<file path="src/rtl/ring_pkg.sv">
// Shared definitions for the ring counter decoder: FSM state encoding
// and default widths used by ring_decoder and its one-hot encoder.
package ring_pkg;

    localparam int WIDTH_DEF = 4;
    localparam int CNT_W_DEF = 8;

    typedef enum logic [1:0] {
        HUNT   = 2'd0,
        LOCKED = 2'd1,
        ERR    = 2'd2
    } state_t;

endpackage

</file>
<file path="src/rtl/ring_onehot_enc.sv">
// Combinational one-hot check and one-hot to binary conversion.
// Ports: word (ring sample in), index (binary bit position), onehot (exactly one bit set).
module ring_onehot_enc #(
    parameter int WIDTH = 4
) (
    input  logic [WIDTH-1:0]         word,
    output logic [$clog2(WIDTH)-1:0] index,
    output logic                     onehot
);

    localparam int IW = $clog2(WIDTH);

    // OR of positions is exact when only one bit is set; the value is
    // meaningless otherwise and is qualified by onehot.
    always_comb begin
        index = '0;
        for (int i = 0; i < WIDTH; i++) begin
            if (word[i]) begin
                index = index | IW'(i);
            end
        end
    end

    assign onehot = (word != '0) &&
                    ((word & (word - WIDTH'(1))) == '0);

endmodule

</file>
<file path="src/rtl/ring_decoder.sv">
// Ring counter decoder: tracks a one-hot word that should rotate left by one
// position every clock, locks after LOCK_CNT legal rotations, counts revolutions
// while locked and flags rotation violations.
// Ports: clock, reset (sync, active high), in (ring word); registered outputs
// index, valid, locked, error, rev_count.
// Macro RING_DECODER_STICKY_ERR_EN: when defined a violation parks the FSM in
// ERR (error held until reset); otherwise error pulses for one cycle and the
// decoder returns to HUNT.
module ring_decoder
    import ring_pkg::*;
#(
    parameter int WIDTH    = WIDTH_DEF,
    parameter int CNT_W    = CNT_W_DEF,
    parameter int LOCK_CNT = 2
) (
    input  logic                     clock,
    input  logic                     reset,
    input  logic [WIDTH-1:0]         in,
    output logic [$clog2(WIDTH)-1:0] index,
    output logic                     valid,
    output logic                     locked,
    output logic                     error,
    output logic [CNT_W-1:0]         rev_count
);

    localparam int SW = $clog2(LOCK_CNT + 1);

    state_t                   state;
    logic [WIDTH-1:0]         prev;
    logic [SW-1:0]            step;
    logic [$clog2(WIDTH)-1:0] enc_index;
    logic                     onehot;
    logic [WIDTH-1:0]         rot;
    logic                     legal;
    logic                     wrap;
    logic [SW-1:0]            step_inc;
    logic                     lock_hit;

    ring_onehot_enc #(
        .WIDTH(WIDTH)
    ) u_enc (
        .word  (in),
        .index (enc_index),
        .onehot(onehot)
    );

    // A one-hot sample equal to the rotated previous sample implies the
    // previous sample was one-hot too.
    assign rot      = {prev[WIDTH-2:0], prev[WIDTH-1]};
    assign legal    = onehot && (in == rot);
    assign wrap     = prev[WIDTH-1];
    assign step_inc = step + SW'(1);
    assign lock_hit = (step_inc == SW'(LOCK_CNT));

    always_ff @(posedge clock) begin
        if (reset) begin
            state     <= HUNT;
            prev      <= '0;
            step      <= '0;
            index     <= '0;
            valid     <= 1'b0;
            locked    <= 1'b0;
            error     <= 1'b0;
            rev_count <= '0;
        end else begin
            prev  <= in;
            valid <= onehot;
            if (onehot) begin
                index <= enc_index;
            end
            error <= 1'b0;
            unique case (state)
                HUNT: begin
                    if (legal) begin
                        if (lock_hit) begin
                            state     <= LOCKED;
                            locked    <= 1'b1;
                            step      <= '0;
                            rev_count <= '0;
                        end else begin
                            step <= step_inc;
                        end
                    end else begin
                        step <= '0;
                    end
                end
                LOCKED: begin
                    if (legal) begin
                        if (wrap) begin
                            rev_count <= rev_count + CNT_W'(1);
                        end
                    end else begin
                        error  <= 1'b1;
                        locked <= 1'b0;
                        step   <= '0;
`ifdef RING_DECODER_STICKY_ERR_EN
                        state  <= ERR;
`else
                        state  <= HUNT;
`endif
                    end
                end
                ERR: begin
                    error <= 1'b1;
                end
                default: begin
                    state <= HUNT;
                end
            endcase
        end
    end

endmodule

</file>
<file path="config.mk">
export PLATFORM = sky130hd
export DESIGN_NAME = ring_decoder
export DESIGN_NICKNAME = d
export VERILOG_FILES = /design/src/rtl/ring_pkg.sv /design/src/rtl/ring_onehot_enc.sv /design/src/rtl/ring_decoder.sv
export SDC_FILE = /design/constraint.sdc
export NUM_CORES = 1
export LEC_CHECK = 0
export ABC_AREA = 1
export CAP_MARGIN = 10
export CORE_UTILIZATION = 49
export DETAILED_ROUTE_END_ITERATION = 10
export PLACE_DENSITY = 0.76
export RECOVER_POWER = 100
export REMOVE_ABC_BUFFERS = 1
export SLEW_MARGIN = 20
export SYNTH_ARGS = -nofsm -noshare
export SYNTH_HDL_FRONTEND = slang
export SYNTH_SLANG_ARGS = --single-unit
</file>
<file path="constraint.sdc">
create_clock -name clock -period 1.7 [get_ports clock]
set_clock_uncertainty 0.15 [all_clocks]
set_input_delay 0.34 -clock clock [delete_from_list [all_inputs] [get_ports clock]]
set_output_delay 0.34 -clock clock [all_outputs]
set_load 0.1 [all_outputs]
</file>
Word-level counts from Yosys, hierarchy flattened

Index checks and enable logic that the tools add are counted.

Add/subtract/negate cells: 3
Equal/unequal tests: 9
Muxes and demuxes: 21
Bitwise operators: 2
Reductions and logical operators: 10

Operators by type and width:

| cell                | count |
|---|---|
| $mux 8              | 4 |
| $pmux 8 s2          | 1 |
| $mux 2              | 7 |
| $ne 2x2->1 const B  | 5 |
| $add 8x1->8 const B | 1 |
| $reduce_and 4->1    | 2 |
| $pmux 2 s3          | 1 |
| $mux 1              | 5 |
| $reduce_and 5->1    | 1 |
| $and 4x4->4         | 1 |
| $eq 2x2->1 const B  | 2 |
| $eq 4x4->1          | 1 |
| $logic_not 4->1     | 1 |
| $pmux 1 s2          | 2 |
| $pmux 2 s2          | 1 |
| $reduce_bool 4->1   | 1 |
| $sub 4x1->4 const B | 1 |
| $add 2x1->2 const B | 1 |
| $eq 2x1->1 const B  | 1 |
| $logic_and 1x1->1   | 2 |
| $logic_not 2->1     | 1 |
| $reduce_and 2->1    | 1 |
| $reduce_bool 2->1   | 1 |
| $not 1->1           | 1 |

Bits in registers: 21
Logic and storage cells: 53

Logic depth before layout (Yosys ltp)

Depth in word-level cells: 7
Mapped depth: 10
Depth with buffers taken out: 10

By module

Synthesis repeated with hierarchy kept, for this count alone.

Cells, all modules: 154
Area total of the unflattened synthesis: 1033.5 um2

Modules (own cells, without submodules):

| module          | instances | cells an instance | area each (um2) | sequential area each (um2) |
|---|---|---|---|---|
| ring_decoder    | 1         | 140               | 975.9           | 380.4 |
| ring_onehot_enc | 1         | 14                | 57.6            | 0.0 |

Worst setup path before layout

OpenSTA, ideal clock, no wires.

Kind: flip-flop to flip-flop
Start point: register, netlist name locked
End point: register rev_count[6]
Setup time: 119 ps
Arrival: 1898 ps
Required time: 1431 ps
Path slack: -467 ps
Cell stages (with the launch flop): 9
Path buffers: 1
Period minus slack after synthesis: 2167 ps
Cells stage by stage: dfxtp_1 -> inv_2 -> o21ai_1 -> inv_2 -> nor2_4 -> buf_6 -> nand3_1 -> nand2_1 -> nor2_1

RTL lines:

| item                 | line               | text |
|---|---|---|
| to (signal assigned) | ring_decoder.sv:90 | `rev_count <= rev_count + CNT_W'(1);` |
| to (decl)            | ring_decoder.sv:23 | `output logic [CNT_W-1:0] rev_count` |

Worst setup path after layout

Start point: register rev_count[5]
End point: output rev_count[5]

No word-level cell between the ends.

==> impl_metrics.toml <==
[setup_path]
worst_r2r_endpoint = "rev_count[4]"
critical_path_peak_fanout = 5
critical_path.slowest_cell = "sky130_fd_sc_hd__dfxtp_1"
worst_reg2reg_path_length_in_cells = 10
critPathKind = "flop to output pin"
type_of_origin_of_the_critical_path = "flop"
critPathCaptureType = "output pin"
rrSetupSlack_ps = 160
required_ps = 1210
critical-path-top-delay-family = "flip-flops"
cp_cell_sequence = "clkbuf_4"
worstReg2RegStart = "prev[1]"
worst_ep_arrival_time_ps = 1130
critical-path-max-stage-delay_ps = 440
buffering_stage_count_on_the_worst_path_with_inverters_included = 1

[synth]
syn-cell-area_sq_um = 952.2
netlist.area_leader.share = 0.3995
synth.yosys.warnings = 0
asyncSetResetFlopFracSynth = 0
number_of_enable_type_register_cells_in_the_synthesized_netlist = 0
synth_sequential_area_ratio = 0.3995
netlist_top_cells_area = "sky130_fd_sc_hd__dfxtp_1, sky130_fd_sc_hd__nand2_1, sky130_fd_sc_hd__nor2_1"
synth_top_cell_by_area = "sky130_fd_sc_hd__dfxtp_1"
synthCells = 133
synth.ff_latch_count = 19
number_of_distinct_library_cells_after_synthesis = 23
mean_instance_size_in_the_synthesized_netlist_sq_um = 7.159
dominantRegCellSynth = "sky130_fd_sc_hd__dfxtp_1"

[die]
initial_utilization = 0.5340
placementRows = 15
die-width_um = 46.08
die_height_um = 46.08
die_footprint_sq_um = 2123
core_region_area_sq_um = 1783
num_io_pins = 19

[placement]
preCtsSetupSlack_ps = -415.1
portBuffers = 18
gp_congestion = 0.8856
post-dp-hpwl_mm = 1.709
place.detailed.instances = 184

[timing]
fmax_mhz = 618.6
finalHoldViolCount = 0
finalWorstPathRequiredPeriod_ps = 1617
worst_slew_pin_slew_ps = 487.5
report.final.slew_viol_count = 0
min_period_over_period = 0.9509
rsz0062_at_grt = "false"
final_critical_path_setup_slack_ps = 83.39
setup_viol_count_final = 0
relSlewSlack = 0.6772

[routing]
drt_iter0_drc = 19
number_of_vias_after_detailed_routing = 941
wl_per_cell_um = 11.52
drtPass1Iterations = 4
drt_drc_violations_left = 0
antenna_violating_nets_post_route = 0
route.detailed.vias_per_inst = 4.953
routed_wl_mm = 2.189

[cts]
clk_pin_slew_ps = 100
cts_hold_buffers = 0
worst_skew_pair.late_latency_ps = 310
numCtsBuffers = 3
clkSinkCount = 19
cts_tree = "built"
ctsLongestPathBuffers = 2
cts.root.buffer_cell = "sky130_fd_sc_hd__clkbuf_4"
ctsHtreeMaxLevel = 1

[finish]
diodes = 0
layout-drive-gt1-share = 0.3091
fin_nets = 173
area_growth_syn_to_layout_pct = 29.57
post_layout_nonfiller_instances = 190

[min_path]
timing.hold.worst.class = "flop to flop"
worst_hold_path.num_cells = 2
holdPathEnd = "step[1]"
timing.hold.worst.start = "step[1]"

[power_and_ir_drop]
switching_share = 0.2940
cellInternalPower_w = 0.0005877
combinationalPowerShare = 0.168
leakagePower_nw = 0.5719
worst_ir_drop_vdd_uv = 546.0
p_sw_w = 0.0002448
powerDensity_nw_per_um2 = 674.7
reg_power_frac = 0.552
pwr-share-clk = 0.280

[global_route]
number_of_antenna_violations_at_the_first_check_in_global_routing = 0
globalRouteOverflowTotal = 0
wire_length_of_the_first_global_routing_pass_mm = 3.650
grt_max_degree = 12
total_global_routing_track_utilization = 0.2474
vias_in_the_first_global_route = 885

[status]
result_of_the_run = "finished, final reports clean"

[job]
drv_cap = 0
==> metal layers <==
metal	track usage	share of wire	wire length, um	vias to the layer above
met5	0	0	0	-
li1	-	-	-	477
met4	0.1471	0.026	58	0
met3	0.03529	0.054	119	7
met2	0.4113	0.49	1071	35
met1	0.2995	0.43	939	422
==> state kept, by name (all words and copies together) (netlist names) <==
signal     count
index          2
valid          1
prev           4
rev_count      8
locked         1
error          1
step           2
==> cell type report <==
cell class                      instances  area [sq um]
Sequential cell                        19         381.6
Multi-Input combinational cell         92         471.7
Timing Repair Buffer                   30         246.5
Tap cell                               25         31.28
Clock inverter                          1         5.005
Clock buffer                            3         22.52
Fill cell                             149         549.3
Inverter                               20         75.07
==> repair_timing <==
action	in CTS	in global routing
gates resized for setup	5	1
endpoints found under the setup margin	8	1
pin swaps	1	0
setup buffers	2	0
==> stage by stage <==
step                TNS [ps]  total power (W)  cell area [sq um]  utilization  hold slack, ps
global route               0        0.0008655               1234       0.6919           345.6
finish                     0        0.0008324               1234       0.6919           317.7
detailed placement     -3971        0.0006342               1354       0.7593           310.4
global placement       -3128        0.0006304               1354       0.7593           286.5
floorplan              -3534        0.0005640              937.1            -           252.4
CTS                        0        0.0008538               1406       0.7888           326.8
==> power by group through the flow <==
stage                     Sequential, W  Clock (W)  Combinational [W]
after detailed placement       0.000473          0           0.000161
after global routing           0.000461   0.000253           0.000151
after global placement         0.000473          0           0.000158
final                          0.000460   0.000233           0.000140
after CTS                      0.000463   0.000232           0.000159
after floorplan                0.000505          0          0.0000586
==> cell families after synthesis <==
group | after synthesis | share of synthesized area
DFF | 19 | 0.3995
and+or+nand+nor | 77 | 0.4074
buffers and inverters | 22 | 0.09461
adders and majority gates | 1 | 0.01314
AOI/OAI and AO/OA | 14 | 0.08542
==> cell usage after synthesis, types with 2 or more instances <==
master / number
sky130_fd_sc_hd__o21ai_1: 2
sky130_fd_sc_hd__nand2_2: 7
sky130_fd_sc_hd__a21oi_2: 2
sky130_fd_sc_hd__a21oi_1: 7
sky130_fd_sc_hd__inv_1: 14
sky130_fd_sc_hd__inv_2: 6
sky130_fd_sc_hd__nand3_2: 4
sky130_fd_sc_hd__dfxtp_1: 19
sky130_fd_sc_hd__nand2_1: 33
sky130_fd_sc_hd__nor2_4: 3
sky130_fd_sc_hd__nor3_1: 2
sky130_fd_sc_hd__nor2_1: 17
sky130_fd_sc_hd__nand3_1: 7
==> cell usage in the layout (no fill, tap or decap) <==
master                          instances
sky130_fd_sc_hd__nand2_1               34
sky130_fd_sc_hd__dfxtp_1               18
sky130_fd_sc_hd__nor2_1                16
sky130_fd_sc_hd__inv_1                 15
sky130_fd_sc_hd__clkbuf_4              11
sky130_fd_sc_hd__buf_4                 11
sky130_fd_sc_hd__nand3_1                8
sky130_fd_sc_hd__a21oi_1                7
sky130_fd_sc_hd__nand2_2                6
sky130_fd_sc_hd__inv_2                  5
sky130_fd_sc_hd__dlygate4sd2_1          4
sky130_fd_sc_hd__nand3_2                3
sky130_fd_sc_hd__nor2_2                 3
sky130_fd_sc_hd__buf_2                  3
sky130_fd_sc_hd__o21ai_1                2
sky130_fd_sc_hd__nor2_4                 2
sky130_fd_sc_hd__nor3_1                 2
sky130_fd_sc_hd__a21oi_2                2
sky130_fd_sc_hd__buf_12                 2
sky130_fd_sc_hd__nand3_4                1
sky130_fd_sc_hd__nand3b_1               1
sky130_fd_sc_hd__nand4_1                1
sky130_fd_sc_hd__a211oi_1               1
sky130_fd_sc_hd__o21ai_0                1
sky130_fd_sc_hd__a31oi_1                1
sky130_fd_sc_hd__ha_1                   1
sky130_fd_sc_hd__clkinv_2               1
sky130_fd_sc_hd__dlygate4sd3_1          1
sky130_fd_sc_hd__clkbuf_1               1
sky130_fd_sc_hd__dfxtp_2                1
==> how the worst max path moves through the flow <==
| stage | startpoint | slack (ps) | cells past startpoint | to |
|---|---|---|---|---|
| after detailed placement | in[2] | -420 | 10 | rev_count[5] |
| after CTS | prev[1] | 200 | 10 | rev_count[4] |
| after global routing | in[2] | 30 | 11 | rev_count[4] |
| final | rev_count[5] | 80 | 1 | rev_count[5] |
| after global placement | in[0] | -330 | 10 | rev_count[3] |
| after floorplan | locked | -480 | 7 | rev_count[5] |
Power figures use the tool's default switching activity.
